File: src/rtl/led_dimmer_array.sv
// led_dimmer_array: multi-channel PWM LED dimmer with fixed, sawtooth and breathe modes
module led_dimmer_array #(
  parameter int NLED     = 4,
  parameter int PWM_BITS = 8,
  parameter int AW       = 2
) (
  input  logic            i_clk,
  input  logic            i_reset_n,
  input  logic            i_wr,
  input  logic [AW-1:0]   i_addr,
  input  logic [31:0]     i_data,
  output logic [NLED-1:0] o_led,
  output logic            o_frame
);
  typedef enum logic [1:0] {OFF, FIXED, SAW, BREATHE} mode_e;
  typedef enum logic {UP, DOWN} dir_e;
  localparam logic [PWM_BITS-1:0] MAX = '1;
  logic [PWM_BITS-1:0] ctr_q;
  logic                frame_q;
  logic [NLED-1:0]     led_q, led_d;
  logic                frame_end;
  logic                unused_data;
  assign frame_end   = ctr_q == MAX;
  assign unused_data = ^i_data[7:2];
  assign o_led       = led_q;
  assign o_frame     = frame_q;
  always_ff @(posedge i_clk)
    if (!i_reset_n) begin
      ctr_q   <= '0;
      frame_q <= 1'b0;
      led_q   <= '0;
    end else begin
      ctr_q   <= ctr_q + PWM_BITS'(1);
      frame_q <= frame_end;
      led_q   <= led_d;
    end
  for (genvar i = 0; i < NLED; i++) begin : g_ch
    mode_e               mode_q, mode_d;
    dir_e                dir_q, dir_d, sdir;
    logic [PWM_BITS-1:0] lvl_q, lvl_d, up, dn, stp;
    logic [15:0]         ivl_q, ivl_d, fc_q, fc_d;
    logic                hit, ramp, take;
    assign led_d[i] = mode_q != OFF && ctr_q < lvl_q;
    always_comb begin
      hit    = i_wr && i_addr == AW'(i);
      ramp   = frame_end && (mode_q == SAW || mode_q == BREATHE);
      take   = ramp && fc_q >= ivl_q;
      up     = lvl_q + PWM_BITS'(1);
      dn     = lvl_q - PWM_BITS'(1);
      // breathe turns around at both ends instead of wrapping
      stp    = mode_q == SAW ? up : dir_q == UP ? (lvl_q == MAX ? dn : up) : dn;
      sdir   = mode_q == SAW ? dir_q
             : dir_q == UP ? ((lvl_q == MAX || up == MAX) ? DOWN : UP)
             : (dn == '0 ? UP : DOWN);
      mode_d = hit ? mode_e'(i_data[1:0]) : mode_q;
      lvl_d  = hit ? i_data[PWM_BITS+7:8] : take ? stp : lvl_q;
      ivl_d  = hit ? i_data[31:16] : ivl_q;
      fc_d   = (hit || take) ? '0 : ramp ? fc_q + 16'(1) : fc_q;
      dir_d  = hit ? UP : take ? sdir : dir_q;
    end
    always_ff @(posedge i_clk)
      if (!i_reset_n) begin
        mode_q <= OFF;
        dir_q  <= UP;
        lvl_q  <= '0;
        ivl_q  <= '0;
        fc_q   <= '0;
      end else begin
        mode_q <= mode_d;
        dir_q  <= dir_d;
        lvl_q  <= lvl_d;
        ivl_q  <= ivl_d;
        fc_q   <= fc_d;
      end
  end
endmodule

File: config.mk
export PLATFORM = sky130hd
export DESIGN_NAME = led_dimmer_array
export DESIGN_NICKNAME = d
export VERILOG_FILES = /design/src/rtl/led_dimmer_array.sv
export SDC_FILE = /design/constraint.sdc
export NUM_CORES = 1
export LEC_CHECK = 0
export ABC_CLOCK_PERIOD_IN_PS = 5200
export CAP_MARGIN = 20
export CORE_MARGIN = 8
export CORE_UTILIZATION = 60
export CTS_CLUSTER_SIZE = 40
export DETAILED_ROUTE_END_ITERATION = 16
export PLACE_DENSITY = 0.78
export SLEW_MARGIN = 20
export SYNTH_ARGS = -nofsm -noshare
export SYNTH_HDL_FRONTEND = slang
export SYNTH_SLANG_ARGS = --single-unit
File: constraint.sdc
create_clock -name i_clk -period 5.2 [get_ports i_clk]
set_input_delay 0.52 -clock i_clk [delete_from_list [all_inputs] [get_ports i_clk]]
set_output_delay 0.52 -clock i_clk [all_outputs]
set_load 0.005 [all_outputs]
# Word-level counts from Yosys, hierarchy flattened
# Index checks and enable logic that the tools add are counted.
# op_classes
add_sub_neg,13
n_lt_le_gt_ge,8
eq_ne,20
n_mux,32
bitwise_logic,5
reduce_logical,53
# ops
operator,n
2-to-1 mux 8 bit,20
== test 8 bit (second input constant),9
adder 16 x 1 -> 16 bit (second input constant),4
greater-or-equal comparator 16 bit,4
adder 8 x 1 -> 8 bit (second input constant),5
zero test 8 bit,4
less-than comparator 8 bit,4
subtractor 8 x 1 -> 8 bit (second input constant),4
== test 2 bit (second input constant),10
logical AND 1 bit,16
nonzero test 2 bit,8
OR reduction 2 bit,8
logical OR 1 bit,12
2-to-1 mux 1 bit,12
AND reduction 2 bit,4
NOT 1 bit,5
== test 2 x 1 -> 1 bit (second input constant),1
zero test 2 bit,1
# word_totals
ff_bits,185
input_bits,37
out_inout_bits,5
wordCells,154

# Depth between registers and ports, before layout
# Gate-level depths: netlist of run 1.
# depth
ltp_word,6
depth_mapped,10

# Least setup slack after synthesis of run 1
# OpenSTA, ideal clock, no wires.
# synth_path
kind,flip-flop to flip-flop
from,reg g_ch[3].ivl_q[10]
to,reg g_ch[3].fc_q[10]
t_arrival_ns,2.145
t_required_ns,5.136
setup_slack_ns,2.991
path_stages_with_launch,10
period_less_slack_ns,2.209
cell_sequence,dfxtp_1 -> inv_1 -> ha_1 -> a21o_1 -> a2111oi_2 -> a211oi_1 -> or2_1 -> clkbuf_1 -> buf_2 -> nor2_1
# synth_via
elab_chain_cells,4
# synth_rtl
item,line_no,rtl
start: declaration,41,"logic [15:0] ivl_q, ivl_d, fc_q, fc_d;"
start signal: assignment,72,ivl_q <= ivl_d;
greater-or-equal comparator 16 bit,47,take = ramp && fc_q >= ivl_q;
logical AND 1 bit,47,
logical OR 1 bit,58,fc_d = (hit || take) ? '0 : ramp ? fc_q + 16'(1) : fc_q;
OR reduction 2 bit (no source line),n/a,
end signal: assignment,67,fc_q <= '0;
end signal: assignment,73,fc_q <= fc_d;
end: declaration,41,
# No other way between the ends.
# A chain may end at the register's enable or synchronous reset.

# Final worst setup path of run 1
# layout_path
from,reg ctr_q[1]
to,reg g_ch[2].fc_q[0]
# layout_via
elab_chain_cells,5
# layout_rtl
item,line_no,rtl
start: declaration,18,logic [PWM_BITS-1:0] ctr_q;
start signal: assignment,33,ctr_q <= ctr_q + PWM_BITS'(1);
== test 8 bit (*),23,assign frame_end = ctr_q == MAX;
logical AND 1 bit (*),46,ramp = frame_end && (mode_q == SAW || mode_q == BREATHE);
logical AND 1 bit,47,
logical OR 1 bit,58,
OR reduction 2 bit (no source line),n/a,
end signal: assignment,67,
end signal: assignment,73,
end: declaration,41,
# Every way passes the cells marked *; elsewhere a longest branch is shown, timed or not.

==> results.py, run 1 <==
metrics = {
    "run_status": {
        "status": "finished clean",
    },
    "flow_run": {
        "max-cap-violations": 0,
    },
    "placed_design": {
        "routabilityCongestion": 0.903,
        "place_inst": 1626,
        "hpwl_mm": 20.4,
        "io_buffer_count": 35,
        "dp_slack_ps": 1980,
    },
    "clock_tree": {
        "clock_latency_ps": 440,
        "clock_sinks": 185,
        "cts.repair.resized": 0,
        "h-tree-depth": 4,
        "clk_pin_slew_ps": 70,
        "cts_tree": "built",
        "cts_buffer_depth": 2,
        "cts_buffers": 17,
        "cts_setup_buffers": 0,
        "cts_root_buffer": "clkbuf_16",
        "hold_buffers": 0,
    },
    "timing": {
        "period_needed_ps": 3280,
        "fin_tns_setup_ps": 0,
        "setup_violations": 0,
        "fmax_ghz": 0.305,
        "setup_ws_ps": 1920,
        "hold_viol": 0,
        "maxSlewHeadroom": 0.307,
        "fin_skew_ps": 9.70,
        "period_share": 0.630,
        "maxSlewViolCount": 0,
        "rsz0062_at_grt": "false",
        "tightestPinTransition_ps": 1040,
    },
    "layout": {
        "final_layout_size_suffix_gt1_frac": 0.0421,
        "num-nets-final": 1561,
        "final_cells": 1658,
        "area_growth_pct": 8.34,
        "layout_commonest_cell": "nand2_1",
        "final_cell_mix": "204 x nand2_1, 185 x dfxtp_1, 119 x a21oi_1",
        "diodes": 0,
        "fin_util": 0.662,
    },
    "synth": {
        "synth-async-reset-ratio": 0,
        "synth-edff-count": 0,
        "synth_seq_cells": 185,
        "synth_cells": 1430,
        "synthFlopType": "dfxtp_1",
        "ys_seq_area_frac": 0.325,
        "synthXorXnorAreaFrac": 0.0785,
        "synth_fa_ha_area_frac": 0.124,
        "yosys.area_share.simple": 0.221,
        "syn_nets": 1580,
        "yosysUniqueCellTypes": 63,
        "synthMuxAreaShare": 0.0173,
        "synth_warnings": 0,
        "synth_top_family_by_area": "simple AND/OR/NAND/NOR gates",
        "syn-cell-area_mm2": 0.0114,
        "synth_compound_area_frac": 0.166,
        "avgSynthCellArea_um2": 7.96,
    },
    "setup_path": {
        "critPathBufInv": 0,
        "endpoint_kind": "flip-flop",
        "worstSetupStartpointType": "flip-flop",
        "critPathMaxStageDelay_ps": 820,
        "cp_slowest_cell": "a21oi_1",
        "cp_top_family": "simple AND/OR/NAND/NOR gates",
        "crit_required_ps": 5500,
        "arrival_ps": 3580,
        "path_class": "reg -> reg",
        "worstPathMaxFanout": 16,
        "crit_chain": "ha_1, and2_1, and4_1, o21ai_2, a21oi_1, or3_1, nor2_1",
    },
    "routing": {
        "drc_errors": 0,
        "via_per_inst": 6.05,
        "wl_per_cell_um": 17.7,
        "drtPass1Iterations": 5,
        "via_count": 10030,
        "totalWireLength_mm": 29.3,
        "ant_nets": 0,
        "drt-initial-drc-count": 805,
    },
    "floorplan": {
        "core_mm2": 0.0186,
        "chipHeight_um": 154,
        "ios": 42,
        "rows": 50,
        "fp.dieW_um": 154,
        "start_util": 0.611,
        "die_area_mm2": 0.0236,
    },
    "power_and_ir_drop": {
        "leakage_nw": 4.65,
        "power.density_mw_per_mm2": 257,
        "p_total_mw": 3.17,
        "ir_drop_mv": 0.230,
    },
    "grt": {
        "grt_first_pass_wirelength_mm": 47.8,
        "antenna_found_initial": 0,
        "grt.total_usage": 0.249,
        "grt_max_degree": 55,
        "grt-ovfl-total": 0,
        "grt_pass1_vias": 9460,
    },
    "worst_hold_path": {
        "hp-class": "reg -> reg",
    },
}
==> logic make-up after synthesis <==
logic type,after synthesis
compound gates,294
xor+xnor,102
fa+ha+maj,113
buf+inv,188
flops,185
mux,19
simple gates,529
==> final cells by class <==
class                      count  area (um2)
tap                          234         293
clock inverter                11         136
sequential                   185        3700
inverter                     106         398
multi-input combinational   1057        6920
fill                        1589        6310
timing repair buffer          44         418
clock buffer                  21         470
==> worst paths after layout <==
| path | from | depth (start not counted) | to | slack (ps) |
|---|---|---|---|---|
| max reg2reg | ctr_q[1] | 7 | g_ch[2].fc_q[0] | 1920 |
| min reg2reg | g_ch[3].ivl_q[9] | 2 | g_ch[3].ivl_q[9] | 460 |
| max | ctr_q[1] | 7 | g_ch[2].fc_q[0] | 1920 |
| min | g_ch[3].ivl_q[9] | 2 | g_ch[3].ivl_q[9] | 460 |
==> sequential cells by signal, indices dropped and copies added (netlist names) <==
name,count
g_ch.fc_q,64
g_ch.ivl_q,64
g_ch.lvl_q,32
ctr_q,8
g_ch.mode_q,8
g_ch.dir_q,4
o_led,4
o_frame,1
==> layer usage <==
| layer | up-vias | track usage | wire length, um |
|---|---|---|---|
| met5 | - | 0 | 0 |
| li1 | 4961 | - | - |
| met4 | 0 | 0.107 | 1170 |
| met2 | 311 | 0.403 | 13200 |
| met3 | 67 | 0.0476 | 1910 |
| met1 | 4691 | 0.319 | 13000 |
==> stage by stage <==
| step | cell area, um2 | hold slack (ps) |
|---|---|---|
| CTS | 12300 | 456 |
| detailed placement | 11700 | 447 |
| finish | 12300 | 456 |
| global route | 12300 | 479 |
| floorplan | 11400 | 436 |
| global placement | 11700 | 442 |
==> power breakdown <==
group	switching, mW	internal, mW
logic	0.201	0.135
clock network	0.588	0.755
registers	0.0420	1.45
total	0.831	2.34
==> worst reg2reg max path, cell delays in order (launching register included) <==
cell,delay [ps]
dfxtp_1,500
ha_1,300
and2_1,240
and4_1,440
o21ai_2,140
a21oi_1,820
or3_1,570
nor2_1,130
==> synthesized netlist by cell type (all sizes together) (4+ instances only) <==
master,n,area (um2)
xor2,42,368
a21o,20,150
nand3,65,325
nand2b,9,56.3
o211ai,5,37.5
nor3,27,135
a311oi,9,78.8
nor4,4,25.0
nor2,101,379
or3,5,31.3
ha,113,1410
and3,28,176
a41oi,4,35.0
and4,23,201
o21ai,50,254
mux2i,17,170
and2,8,50.1
o31ai,11,82.6
dfxtp,185,3700
inv,106,398
a31oi,10,62.6
or2,7,43.8
buf,28,169
nand4,34,213
a21oi,119,596
o2111a,5,56.3
a2111oi,5,75.1
xnor2,60,526
o21a,4,30.0
a211oi,29,218
clkbuf,54,204
nand2,204,766
Power figures use the tool's default switching activity.
==> inputs of run 2 (changes only) <==
--- a/config.mk
+++ b/config.mk
@@ -5,13 +5,13 @@
 export SDC_FILE = /design/constraint.sdc
 export NUM_CORES = 1
 export LEC_CHECK = 0
-export ABC_CLOCK_PERIOD_IN_PS = 5200
+export ABC_CLOCK_PERIOD_IN_PS = 3000
 export CAP_MARGIN = 20
 export CORE_MARGIN = 8
-export CORE_UTILIZATION = 60
+export CORE_UTILIZATION = 56
 export CTS_CLUSTER_SIZE = 40
 export DETAILED_ROUTE_END_ITERATION = 16
-export PLACE_DENSITY = 0.78
+export PLACE_DENSITY = 0.76
 export SLEW_MARGIN = 20
 export SYNTH_ARGS = -nofsm -noshare
 export SYNTH_HDL_FRONTEND = slang
==> constraint.sdc (replaced) <==
create_clock -name i_clk -period 3 [get_ports i_clk]
set_input_delay 0.3 -clock i_clk [delete_from_list [all_inputs] [get_ports i_clk]]
set_output_delay 0.3 -clock i_clk [all_outputs]
set_load 0.005 [all_outputs]
==> run 2 against run 1 <==
  * Final area grew 1.5%
  * Register-to-register slack worse by 1600 ps
  * Largest cell class unchanged
  * Die area increased by 6.4%
  * Total power up 71%
  * Highest routed layer is now met5
==> results.py, run 2 (same netlist as run 1, synthesis figures left out) <==
metrics = {
    "placed_design": {
        "routabilityCongestion": 0.938,
        "dp_slack_ps": 417,
        "io_buffer_count": 35,
        "hpwl_mm": 21.4,
        "placed_cell_area_mm2": 0.0119,
    },
    "clock_tree": {
        "cts_tree": "built",
        "h-tree-depth": 4,
        "cts.repair.resized": 0,
        "cts_root_buffer": "clkbuf_16",
        "cts_setup_buffers": 0,
        "clk_pin_slew_ps": 80,
        "cts_buffer_depth": 2,
        "clock_sinks": 185,
        "cts_buffers": 17,
        "clock_latency_ps": 430,
        "hold_buffers": 0,
    },
    "power_and_ir_drop": {
        "ir_drop_mv": 0.383,
        "power.density_mw_per_mm2": 432,
        "leakage_nw": 4.75,
    },
    "floorplan": {
        "chipHeight_um": 159,
        "fp.dieW_um": 159,
        "rows": 52,
        "core_mm2": 0.0201,
        "start_util": 0.566,
        "die_area_mm2": 0.0251,
        "ios": 42,
    },
    "grt": {
        "grt_pass1_vias": 9618,
        "grtUsageMet3": 0.0388,
        "use_met1": 0.302,
        "grt_max_degree": 42,
        "met2_usage": 0.412,
        "grt.total_usage": 0.243,
        "busiest_layer": "met2",
        "grt-ovfl-total": 0,
        "grt_first_pass_wirelength_mm": 48.7,
        "antenna_found_initial": 1,
    },
    "timing": {
        "fin_tns_setup_ps": 0,
        "maxSlewHeadroom": 0.511,
        "period_share": 0.885,
        "fmax_ghz": 0.377,
        "hold_viol": 0,
        "maxSlewViolCount": 0,
        "rsz0062_at_grt": "false",
        "period_needed_ps": 2650,
        "setup_ws_ps": 346,
        "fin_skew_ps": 12.2,
        "setup_violations": 0,
        "tightestPinTransition_ps": 727,
    },
    "setup_path": {
        "path_class": "reg -> reg",
        "crit_required_ps": 3290,
        "endpoint_kind": "flip-flop",
        "worstSetupStartpointType": "flip-flop",
        "arrival_ps": 2940,
        "worstPathMaxFanout": 16,
    },
    "layout": {
        "final_layout_size_suffix_gt1_frac": 0.0553,
        "post-route-cell-area_mm2": 0.0125,
        "top_regs": "g_ch.fc_q (64), g_ch.ivl_q (64), g_ch.lvl_q (32)",
        "layout_commonest_cell": "nand2_1",
        "final_cell_mix": "204 x nand2_1, 185 x dfxtp_1, 119 x a21oi_1",
        "area_growth_pct": 9.92,
        "fin_util": 0.622,
        "diodes": 0,
        "num-nets-final": 1584,
    },
    "routing": {
        "drt-initial-drc-count": 831,
        "via_count": 10043,
        "via_per_inst": 5.85,
        "totalWireLength_mm": 29.5,
        "wl_per_cell_um": 17.2,
        "drc_errors": 0,
        "drtPass1Iterations": 5,
        "ant_nets": 0,
    },
    "run_status": {
        "status": "finished clean",
    },
    "worst_hold_path": {
        "hp-class": "reg -> reg",
    },
    "flow_run": {
        "max-cap-violations": 0,
    },
}
[run 2: cell types whose count changed in the layout (fill, tap and decap cells not counted), sizes merged]
| cell | delta |
|---|---|
| bufinv | -1 |
| clkbuf | +3 |
| buf | +23 |
| clkinvlp | +1 |
| inv | -1 |
| clkinv | -2 |
[run 2: power by group]
group / switching [mW] / total (mW) / internal, mW / leakage (nW)
clock network: 1.01 / 2.23 / 1.22 / 0.268
logic: 0.351 / 0.597 / 0.246 / 2.98
registers: 0.0672 / 2.58 / 2.51 / 1.50
[run 2: path summary, 6_finish.rpt]
kind / to / slack [ps] / from / cells after the start
setup / recovery: g_ch[3].fc_q[14] / 350 / ctr_q[1] / 7
hold / removal: g_ch[2].ivl_q[2] / 460 / g_ch[2].ivl_q[2] / 2
setup reg to reg: g_ch[3].fc_q[14] / 350 / ctr_q[1] / 7
hold reg to reg: g_ch[2].ivl_q[2] / 460 / g_ch[2].ivl_q[2] / 2
[run 2: stage by stage]
stage                     cells  total power, mW  hold WS, ps
after floorplan            1430             3.01          436
after global placement     1685             3.21          442
after detailed placement   1685             3.22          446
after CTS                  1717             5.44          455
after global routing       1717             5.60          466
final                      1717             5.41          455
[run 2: routing by layer]
layer | share of wire | up-vias
li1 | - | 5004
met2 | 0.48 | 295
met5 | 0.00044 | -
met1 | 0.44 | 4674
met3 | 0.053 | 68
met4 | 0.032 | 2
[run 2: area by class of cell]
cell class | count | area (um2)
Clock buffer | 24 | 482
Clock inverter | 8 | 87.6
Fill cell | 1744 | 7590
Inverter | 106 | 398
Multi-Input combinational cell | 1057 | 6920
Sequential cell | 185 | 3700
Tap cell | 270 | 338
Timing Repair Buffer | 67 | 591
[run 2: worst max-delay path, cell delays in order (launching register included)]
cell      delay [ps]
dfxtp_1          500
ha_1             290
and2_1           290
nand4_1          330
a211oi_1         330
buf_4            180
or2_1            470
nor2_1           120
==> inputs of run 3 (changes only) <==
--- a/config.mk
+++ b/config.mk
@@ -5,13 +5,13 @@
 export SDC_FILE = /design/constraint.sdc
 export NUM_CORES = 1
 export LEC_CHECK = 0
-export ABC_CLOCK_PERIOD_IN_PS = 3000
+export ABC_CLOCK_PERIOD_IN_PS = 2500
 export CAP_MARGIN = 20
 export CORE_MARGIN = 8
-export CORE_UTILIZATION = 56
+export CORE_UTILIZATION = 60
 export CTS_CLUSTER_SIZE = 40
 export DETAILED_ROUTE_END_ITERATION = 16
-export PLACE_DENSITY = 0.76
+export PLACE_DENSITY = 0.78
 export SLEW_MARGIN = 20
 export SYNTH_ARGS = -nofsm -noshare
 export SYNTH_HDL_FRONTEND = slang
==> constraint.sdc (replaced) <==
create_clock -name i_clk -period 2.5 [get_ports i_clk]
set_input_delay 0.25 -clock i_clk [delete_from_list [all_inputs] [get_ports i_clk]]
set_output_delay 0.25 -clock i_clk [all_outputs]
set_load 0.005 [all_outputs]
==> run 3 against run 2 <==
  * Clock skew up 2.6 ps
  * Wire length is 0.97% lower
  * Non-clock buffer count up 20
  * Clock power up 20%
  * Setup slack got worse by 160 ps
  * Register-to-register slack got worse by 160 ps
  * Count of clock-buffer cells in the layout fell by 7
  * Flip-flop and latch count unchanged
  * Via count grew 2.7%
  * Sequential share of layout area decreased by 0.26 points
  * Total power rose by 20%
  * Largest cell class unchanged
==> results.py, run 3 (same netlist as run 1, synthesis figures left out) <==
metrics = {
    "floorplan": {
        "core_mm2": 0.0186,
        "rows": 50,
        "chipHeight_um": 154,
        "ios": 42,
        "start_util": 0.611,
        "fp.dieW_um": 154,
        "die_area_mm2": 0.0236,
    },
    "layout": {
        "final_cells": 1700,
        "final_layout_size_suffix_gt1_frac": 0.0737,
        "num-nets-final": 1604,
        "area_growth_pct": 10.9,
        "post-route-cell-area_mm2": 0.0126,
        "final_cell_mix": "204 x nand2_1, 185 x dfxtp_1, 118 x a21oi_1",
        "layout_commonest_cell": "nand2_1",
        "fin_util": 0.677,
        "diodes": 0,
        "top_regs": "g_ch.fc_q (64), g_ch.ivl_q (64), g_ch.lvl_q (32)",
    },
    "timing": {
        "rsz0062_at_grt": "false",
        "setup_violations": 0,
        "hold_viol": 0,
        "holdWs_ps": 456,
        "period_needed_ps": 2320,
        "maxSlewViolCount": 0,
        "fin_skew_ps": 14.8,
        "period_share": 0.927,
        "maxSlewHeadroom": 0.544,
        "tightestPinTransition_ps": 684,
        "fmax_ghz": 0.431,
    },
    "setup_path": {
        "arrival_ps": 2690,
        "cp_slowest_cell": "a2111oi_2",
        "crit_chain": "inv_1, ha_1, a21oi_1, o21ai_1, a2111oi_2, a211oi_2, or2_2, nor2_1",
        "reg2reg_depth": 8,
        "endpoint_kind": "flip-flop",
        "regToRegStartpoint": "g_ch[3].ivl_q[15]",
        "r2r_setup_slack_ps": 180,
        "path_class": "reg -> reg",
        "critPathMaxStageDelay_ps": 480,
        "worstPathMaxFanout": 16,
        "cp_top_family": "compound AO/OA/AOI/OAI gates",
        "crit_required_ps": 2870,
        "r2r-end": "g_ch[3].fc_q[9]",
        "worstSetupStartpointType": "flip-flop",
        "critPathBufInv": 1,
    },
    "clock_tree": {
        "clock_sinks": 185,
        "cts_buffer_depth": 2,
        "clk_pin_slew_ps": 80,
        "h-tree-depth": 4,
        "cts_tree": "built",
        "hold_buffers": 0,
        "cts_root_buffer": "clkbuf_16",
        "clock_latency_ps": 440,
        "cts_buffers": 17,
    },
    "worst_hold_path": {
        "holdPathStages": 2,
        "hp-start": "g_ch[2].ivl_q[2]",
        "hp-class": "reg -> reg",
        "min_to": "g_ch[2].ivl_q[2]",
    },
    "routing": {
        "drt-initial-drc-count": 870,
        "totalWireLength_mm": 29.2,
        "drc_errors": 0,
        "drtPass1Iterations": 5,
        "ant_nets": 0,
        "wl_per_cell_um": 17.2,
        "via_count": 10311,
        "via_per_inst": 6.07,
    },
    "placed_design": {
        "placed_cell_area_mm2": 0.0121,
        "routabilityCongestion": 0.930,
        "hpwl_mm": 21.1,
        "place_inst": 1669,
        "io_buffer_count": 35,
    },
    "grt": {
        "grt_first_pass_wirelength_mm": 47.7,
        "grt-ovfl-total": 0,
        "grt_pass1_vias": 9558,
        "grt.total_usage": 0.247,
        "antenna_found_initial": 0,
        "grt_max_degree": 65,
    },
    "power_and_ir_drop": {
        "power.density_mw_per_mm2": 514,
        "p_total_mw": 6.50,
        "leakage_nw": 4.85,
        "ir_drop_mv": 0.493,
    },
    "flow_run": {
        "max-cap-violations": 0,
    },
    "run_status": {
        "status": "finished clean",
    },
}
==> run 3: cell types whose count changed in the layout (fill, tap and decap cells not counted), sizes merged <==
cell and delta:
clkinvlp +2, clkbuf -7, inv +4, buf +20
==> run 3: metal layers <==
layer  track usage  vias up  wire length [um]
li1              -     5051                 -
met1         0.318     4885             13000
met2         0.402      305             13500
met3        0.0415       70              1680
met4         0.104        0               942
met5             0        -                 0
==> run 3: how the worst max path moves through the flow <==
stage | from | to | slack [ps] | cells after the start
global route | g_ch[3].ivl_q[15] | g_ch[3].fc_q[9] | 30 | 8
detailed placement | g_ch[0].fc_q[11] | g_ch[0].fc_q[4] | -5 | 7
CTS | g_ch[3].fc_q[5] | g_ch[3].fc_q[9] | 20 | 7
floorplan | g_ch[3].ivl_q[10] | g_ch[3].fc_q[10] | 290 | 9
global placement | g_ch[0].ivl_q[11] | g_ch[0].fc_q[1] | 120 | 8
finish | g_ch[3].ivl_q[15] | g_ch[3].fc_q[9] | 180 | 8
==> run 3: power breakdown <==
part | switching, mW | leakage (nW) | internal [mW]
registers | 0.0681 | 1.50 | 3.01
logic | 0.443 | 3.08 | 0.306
clock network | 1.27 | 0.264 | 1.39
==> run 3: stage by stage <==
stage / setup TNS (ps) / setup WS (ps)
floorplan: 0 / 291
global placement: 0 / 121
detailed placement: -5.47 / -5.47
CTS: 0 / 24.4
global route: 0 / 25.3
finish: 0 / 182
==> run 3: area by class of cell <==
cell class,count,area (um2)
Sequential cell,185,3700
Tap cell,234,293
Timing Repair Buffer,87,741
Clock buffer,17,425
Inverter,106,398
Fill cell,1534,6020
Clock inverter,14,138
Multi-Input combinational cell,1057,6930
==> run 3: timing repair <==
action | 4_1_cts | 5_1_grt
resized for setup | 1 | 4
endpoints found under the setup margin | 5 | 51
buffers inserted | 0 | 0
==> run 3: worst register-to-register path, stage by stage (launching register included) <==
cell and delay, ps:
dfxtp_1 340, inv_1 60, ha_1 320, a21oi_1 160
o21ai_1 120, a2111oi_2 480, a211oi_2 170, or2_2 460
nor2_1 150
